$ cat config.mk
export PLATFORM = sky130hd
export DESIGN_NAME = circle_plotter
export DESIGN_NICKNAME = d
export VERILOG_FILES = /design/src/rtl/circle_plotter.sv
export SDC_FILE = /design/constraint.sdc
export NUM_CORES = 1
export LEC_CHECK = 0
export BUFFER_PORTS_ARGS = -buffer_cell sky130_fd_sc_hd__buf_4
export CORE_MARGIN = 5
export CORE_UTILIZATION = 50
export CTS_CLUSTER_DIAMETER = 150
export DETAILED_ROUTE_END_ITERATION = 12
export HOLD_SLACK_MARGIN = 0.12
export PLACE_DENSITY = 0.7
export SLEW_MARGIN = 0
export SYNTH_ARGS = -nofsm -noshare
export SYNTH_HDL_FRONTEND = slang
export SYNTH_SLANG_ARGS = --single-unit
export TNS_END_PERCENT = 10
$ cat constraint.sdc
create_clock -name clk -period 3.6 [get_ports clk]
set_clock_uncertainty 0.1 [all_clocks]
set_input_delay 0.54 -clock clk [delete_from_list [all_inputs] [get_ports clk]]
set_output_delay 0.54 -clock clk [all_outputs]
set_load 0.02 [all_outputs]
$ cat src/rtl/circle_plotter.sv
// circle_plotter: midpoint circle rasteriser feeding the VGA adapter's
// pixel-write port. It emits one candidate pixel per clock and clips
// points that fall outside the SCREEN_W x SCREEN_H frame.
//
// Handshake: a draw is requested by a rising edge of the level signal
// `start` while idle. `done` is raised after the last pixel and is held
// until `start` is seen low. Only then can a new rising edge of `start`
// begin another draw. Holding `start` high therefore never causes a redraw.
module circle_plotter #(
    parameter int SCREEN_W = 160,
    parameter int SCREEN_H = 120
) (
    input  logic       clk,
    input  logic       rst_n,
    input  logic       start,
    input  logic [7:0] centre_x,
    input  logic [6:0] centre_y,
    input  logic [7:0] radius,
    input  logic [2:0] colour,
    output logic       done,
    output logic [7:0] vga_x,
    output logic [6:0] vga_y,
    output logic [2:0] vga_colour,
    output logic       vga_plot
);

    typedef enum logic [2:0] {S_IDLE, S_INIT, S_PLOT, S_STEP, S_DONE} state_t;

    state_t             state_q, state_d;
    logic        [7:0]  cx_q, cx_d;
    logic        [6:0]  cy_q, cy_d;
    logic        [7:0]  r_q, r_d;
    logic        [2:0]  col_q, col_d;
    logic signed [10:0] ox_q, ox_d, oy_q, oy_d, crit_q, crit_d;
    logic        [2:0]  oct_q, oct_d;
    logic               start_prev_q, start_prev_d;
    logic               done_q, done_d;
    logic        [7:0]  vga_x_q, vga_x_d;
    logic        [6:0]  vga_y_q, vga_y_d;
    logic        [2:0]  vga_col_q, vga_col_d;
    logic               vga_plot_q, vga_plot_d;

    logic signed [10:0] cx_w, cy_w;
    logic signed [9:0]  cand_x, cand_y;
    logic               in_frame;
    logic signed [10:0] oy_step, ox_step, crit_step;
    logic               start_rise;

    // Candidate point for the current octant, plus the clip test on it.
    always_comb begin
        cx_w = $signed({3'b000, cx_q});
        cy_w = $signed({4'b0000, cy_q});
        cand_x = 10'(cx_w + ox_q);
        cand_y = 10'(cy_w + oy_q);
        case (oct_q)
            3'd0: begin cand_x = 10'(cx_w + ox_q); cand_y = 10'(cy_w + oy_q); end
            3'd1: begin cand_x = 10'(cx_w + oy_q); cand_y = 10'(cy_w + ox_q); end
            3'd2: begin cand_x = 10'(cx_w - ox_q); cand_y = 10'(cy_w + oy_q); end
            3'd3: begin cand_x = 10'(cx_w - oy_q); cand_y = 10'(cy_w + ox_q); end
            3'd4: begin cand_x = 10'(cx_w - ox_q); cand_y = 10'(cy_w - oy_q); end
            3'd5: begin cand_x = 10'(cx_w - oy_q); cand_y = 10'(cy_w - ox_q); end
            3'd6: begin cand_x = 10'(cx_w + ox_q); cand_y = 10'(cy_w - oy_q); end
            default: begin cand_x = 10'(cx_w + oy_q); cand_y = 10'(cy_w - ox_q); end
        endcase
        in_frame = !cand_x[9] && (cand_x < 10'(SCREEN_W)) &&
                   !cand_y[9] && (cand_y < 10'(SCREEN_H));
    end

    // Midpoint decision step: advance oy, maybe pull ox in, update crit.
    always_comb begin
        oy_step = oy_q + 11'sd1;
        if (crit_q <= 11'sd0) begin
            ox_step   = ox_q;
            crit_step = crit_q + (oy_step <<< 1) + 11'sd1;
        end else begin
            ox_step   = ox_q - 11'sd1;
            crit_step = crit_q + ((oy_step - ox_step) <<< 1) + 11'sd1;
        end
    end

    // Next-state and registered-output logic of the draw sequencer.
    always_comb begin
        state_d      = state_q;
        cx_d         = cx_q;
        cy_d         = cy_q;
        r_d          = r_q;
        col_d        = col_q;
        ox_d         = ox_q;
        oy_d         = oy_q;
        crit_d       = crit_q;
        oct_d        = oct_q;
        start_prev_d = start;
        start_rise   = start && !start_prev_q;
        vga_x_d      = vga_x_q;
        vga_y_d      = vga_y_q;
        vga_col_d    = vga_col_q;
        vga_plot_d   = 1'b0;

        case (state_q)
            S_IDLE: begin
                if (start_rise) begin
                    cx_d    = centre_x;
                    cy_d    = centre_y;
                    r_d     = radius;
                    col_d   = colour;
                    state_d = S_INIT;
                end
            end
            S_INIT: begin
                oy_d    = 11'sd0;
                ox_d    = $signed({3'b000, r_q});
                crit_d  = 11'sd1 - $signed({3'b000, r_q});
                oct_d   = 3'd0;
                state_d = S_PLOT;
            end
            S_PLOT: begin
                vga_x_d    = cand_x[7:0];
                vga_y_d    = cand_y[6:0];
                vga_col_d  = col_q;
                vga_plot_d = in_frame;
                oct_d      = oct_q + 3'd1;
                if (oct_q == 3'd7) state_d = S_STEP;
            end
            S_STEP: begin
                oy_d    = oy_step;
                ox_d    = ox_step;
                crit_d  = crit_step;
                oct_d   = 3'd0;
                state_d = (oy_step <= ox_step) ? S_PLOT : S_DONE;
            end
            S_DONE: begin
                if (!start) state_d = S_IDLE;
            end
            default: state_d = S_IDLE;
        endcase

        done_d = (state_d == S_DONE);
    end

    // State and output registers; reset aborts any draw immediately.
    always_ff @(posedge clk or negedge rst_n) begin
        if (!rst_n) begin
            state_q      <= S_IDLE;
            cx_q         <= '0;
            cy_q         <= '0;
            r_q          <= '0;
            col_q        <= '0;
            ox_q         <= '0;
            oy_q         <= '0;
            crit_q       <= '0;
            oct_q        <= '0;
            start_prev_q <= 1'b0;
            done_q       <= 1'b0;
            vga_x_q      <= '0;
            vga_y_q      <= '0;
            vga_col_q    <= '0;
            vga_plot_q   <= 1'b0;
        end else begin
            state_q      <= state_d;
            cx_q         <= cx_d;
            cy_q         <= cy_d;
            r_q          <= r_d;
            col_q        <= col_d;
            ox_q         <= ox_d;
            oy_q         <= oy_d;
            crit_q       <= crit_d;
            oct_q        <= oct_d;
            start_prev_q <= start_prev_d;
            done_q       <= done_d;
            vga_x_q      <= vga_x_d;
            vga_y_q      <= vga_y_d;
            vga_col_q    <= vga_col_d;
            vga_plot_q   <= vga_plot_d;
        end
    end

    assign done       = done_q;
    assign vga_x      = vga_x_q;
    assign vga_y      = vga_y_q;
    assign vga_colour = vga_col_q;
    assign vga_plot   = vga_plot_q;

endmodule

==> flow_metrics.env <==
export IMPL_slew_violations=0
export IMPL_dieArea_um2=17300
export IMPL_holdBufCountCts=0
export IMPL_yosysWarningCount=0
export IMPL_criticalPathCategory="register to register"
export IMPL_setup_viol=1
export IMPL_die_w_um=132
export IMPL_ys_flop_type="dfrtp_1"
export IMPL_grt_ovfl_total=0
export IMPL_start_util_pct=50.9
export IMPL_max_freq_mhz=276
export IMPL_vias=7049
export IMPL_crit_fanout=9
export IMPL_post_route_period_util_pct=101
export IMPL_fillCellCount=1308
export IMPL_layout_common_cells="buf_4 (141), nand2_1 (108), dfrtp_1 (85)"
export IMPL_async_reset_ff_share_pct=100
export IMPL_cts_max_path_buffers=2
export IMPL_core_area_um2=14500
export IMPL_place_area_um2=8470
export IMPL_syn2layout_area_growth_pct=23.3
export IMPL_multi_input_area_um2=5220
export IMPL_worst_path_buf_inv=2
export IMPL_clk_latency_ps=350
export IMPL_hold_violations=0
export IMPL_antenna_found_initial=0
export IMPL_max_stage_delay_ps=500
export IMPL_register_area_um2=2150
export IMPL_layout_cells_most_common="buf_4"
export IMPL_syn_nets=987
export IMPL_syn_avg_cell_area_um2=8.33
export IMPL_cpLargestDelayFamily="compound AO/OA/AOI/OAI gates"
export IMPL_wl_per_cell_um=17.6
export IMPL_dr_pass1_iters=5
export IMPL_dp_hpwl_um=15300
export IMPL_vias_per_cell=5.94
export IMPL_arrival_ps=3760
export IMPL_ys_seq_area_share_pct=29.1
export IMPL_io_pins=49
export IMPL_period_needed_ps=3630
export IMPL_cts_tree="yes"
export IMPL_clock_sinks=86
export IMPL_worst_slew_pin_slew_ps=798
export IMPL_gp_congestion=0.960
export IMPL_synth_edf_count=0
export IMPL_cts_max_level=3
export IMPL_clk_pin_slew_ps=70
export IMPL_hp_class="input pin to async pin"
export IMPL_grt_usage_pct=23.4
export IMPL_crit_path_start_kind="register"
export IMPL_yosys_register_bits=86
export IMPL_drtIter0Drc=554
export IMPL_std_cell_rows=44
export IMPL_routed_wl_um=20900
export IMPL_setup_ws_ps=-29.0
export IMPL_outcome="finished with violations"
export IMPL_rsz0062_at_grt="yes"
export IMPL_die_h_um=132
export IMPL_cts_root_buf="clkbuf_16"
export IMPL_antenna_cells=0
export IMPL_syn_area_um2=7400
export IMPL_postRouteAntennaNets=0
export IMPL_numCtsBuffers=9
export IMPL_cp_cell_sequence="inv_2 -> ha_1 -> or2_2 -> buf_4 -> a222oi_1 -> ha_2 -> o21ai_0 -> nor2_2 -> o221a_2 -> a2111oi_4 -> nand3_2 -> nand4b_1 -> nor4_2"
export IMPL_drive_gt1_share_pct=26.4
export IMPL_cp_end_kind="register"
export IMPL_synth_cell_type_count=71
export IMPL_final_cell_area_um2=9130
export IMPL_slowest_stage="a222oi_1"
export IMPL_io_buffers=48
export IMPL_cp_data_required_time_ps=3730
export IMPL_syn_instance_count=889
export IMPL_grt_max_degree=60
export IMPL_violations="negative setup slack"
export IMPL_grt_pass1_vias=6679
export IMPL_slew_headroom_pct=46.8
export IMPL_drc_errors=0
export IMPL_fin_nets=1096
export IMPL_grt_pass1_wl_um=33600
export IMPL_max_cap_viol_count=0
==> final timing paths <==
kind                            startpoint             to  slack, ps  depth (start not counted)
worst max-delay path              oct_q[0]       vga_plot        -30                         13
worst min-delay path                 rst_n        cx_q[4]        170                          1
worst max register to register    oct_q[0]       vga_plot        -30                         13
worst min register to register    col_q[0]  vga_colour[0]        360                          2
max in group asynchronous            rst_n      crit_q[3]       2510                          2
min in group clk                     start   start_prev_q        200                          1
==> flip-flops by register name, summed over array words and instances (netlist names), 3 cells and up <==
register,count
r_q,8
oct_q,3
cx_q,8
crit_q,11
vga_colour,3
ox_q,11
vga_x,8
oy_q,11
cy_q,7
state_q,3
vga_y,7
col_q,3
==> per-stage QoR <==
stage / hold slack, ps / TNS (ps) / setup slack (ps) / utilization [%] / cells
after floorplan: 144 / -40.8 / -40.8 / - / 889
final: 167 / -29.0 / -29.0 / 62.8 / 1187
after global routing: 196 / -807 / -210 / 62.8 / 1187
after CTS: 188 / -14.3 / -14.3 / 60.6 / 1175
after detailed placement: 352 / -217 / -82.7 / 58.3 / 1159
after global placement: 349 / 0 / 7.00 / 58.3 / 1159
==> cells in the mapped netlist, types with 6 or more instances <==
library cell  count  area [µm²]
a211oi_1          9        67.6
a21o_1           12        90.1
a21oi_1          55         275
a31oi_1          12        75.1
and2_1            7        43.8
buf_1             6        22.5
clkbuf_1         39         146
dfrtp_1          86        2150
ha_1             64         801
inv_1            31         116
mux2_2           31         349
mux2i_1           7        70.1
nand2_1         108         405
nand2b_1          7        43.8
nand3_1          23         115
nor2_1           73         274
nor2b_1          10        62.6
nor3_1           16        80.1
o211ai_1          7        52.6
o21a_1            9        67.6
o21ai_0          83         415
o22ai_1           9        56.3
o31ai_1           8        60.1
or2_2             7        43.8
or3_1            12        75.1
xnor2_1          36         315
xor2_1           35         307
==> cell type report <==
| class | instances | share of cell area (%) |
|---|---|---|
| clock buffers | 10 | 2.62 |
| clock inverters | 6 | 0.548 |
| inverters | 31 | 1.28 |
| multi-input cells | 724 | 57.2 |
| flip-flops and latches | 86 | 23.6 |
| well taps | 184 | 2.52 |
| repair buffers | 146 | 12.2 |
==> kinds of logic (layout without fill, tap and decap cells) <==
group / count (synthesis) / in the layout / share of synthesized area (%)
flip-flops: 86 / 86 / 29.1
AND/OR/NAND/NOR: 288 / 288 / 18.1
buffers and inverters: 79 / 193 / 4.18
XOR/XNOR: 72 / 72 / 8.71
adder cells (fa/ha/maj): 69 / 69 / 12.2
AO/OA/AOI/OAI: 257 / 257 / 22.1
multiplexers: 38 / 38 / 5.66
==> what timing repair did <==
item | in CTS | in global routing
buffers inserted | 0 | 11
hold endpoints to repair | 0 | 0
pin swaps | 6 | 30
cloned | 0 | 1
gates resized for setup | 12 | 61
setup endpoints to repair | 4 | 10
==> metal layers <==
layer / share of wire, % / global-route usage, %
met5: 0 / 0
met1: 47 / 33.4
met2: 47 / 37.3
met4: 1.5 / 7.09
met3: 4.8 / 2.68
Power is not shown: default switching activity piles up to over one toggle a cycle in this logic, so the estimate is an artifact.
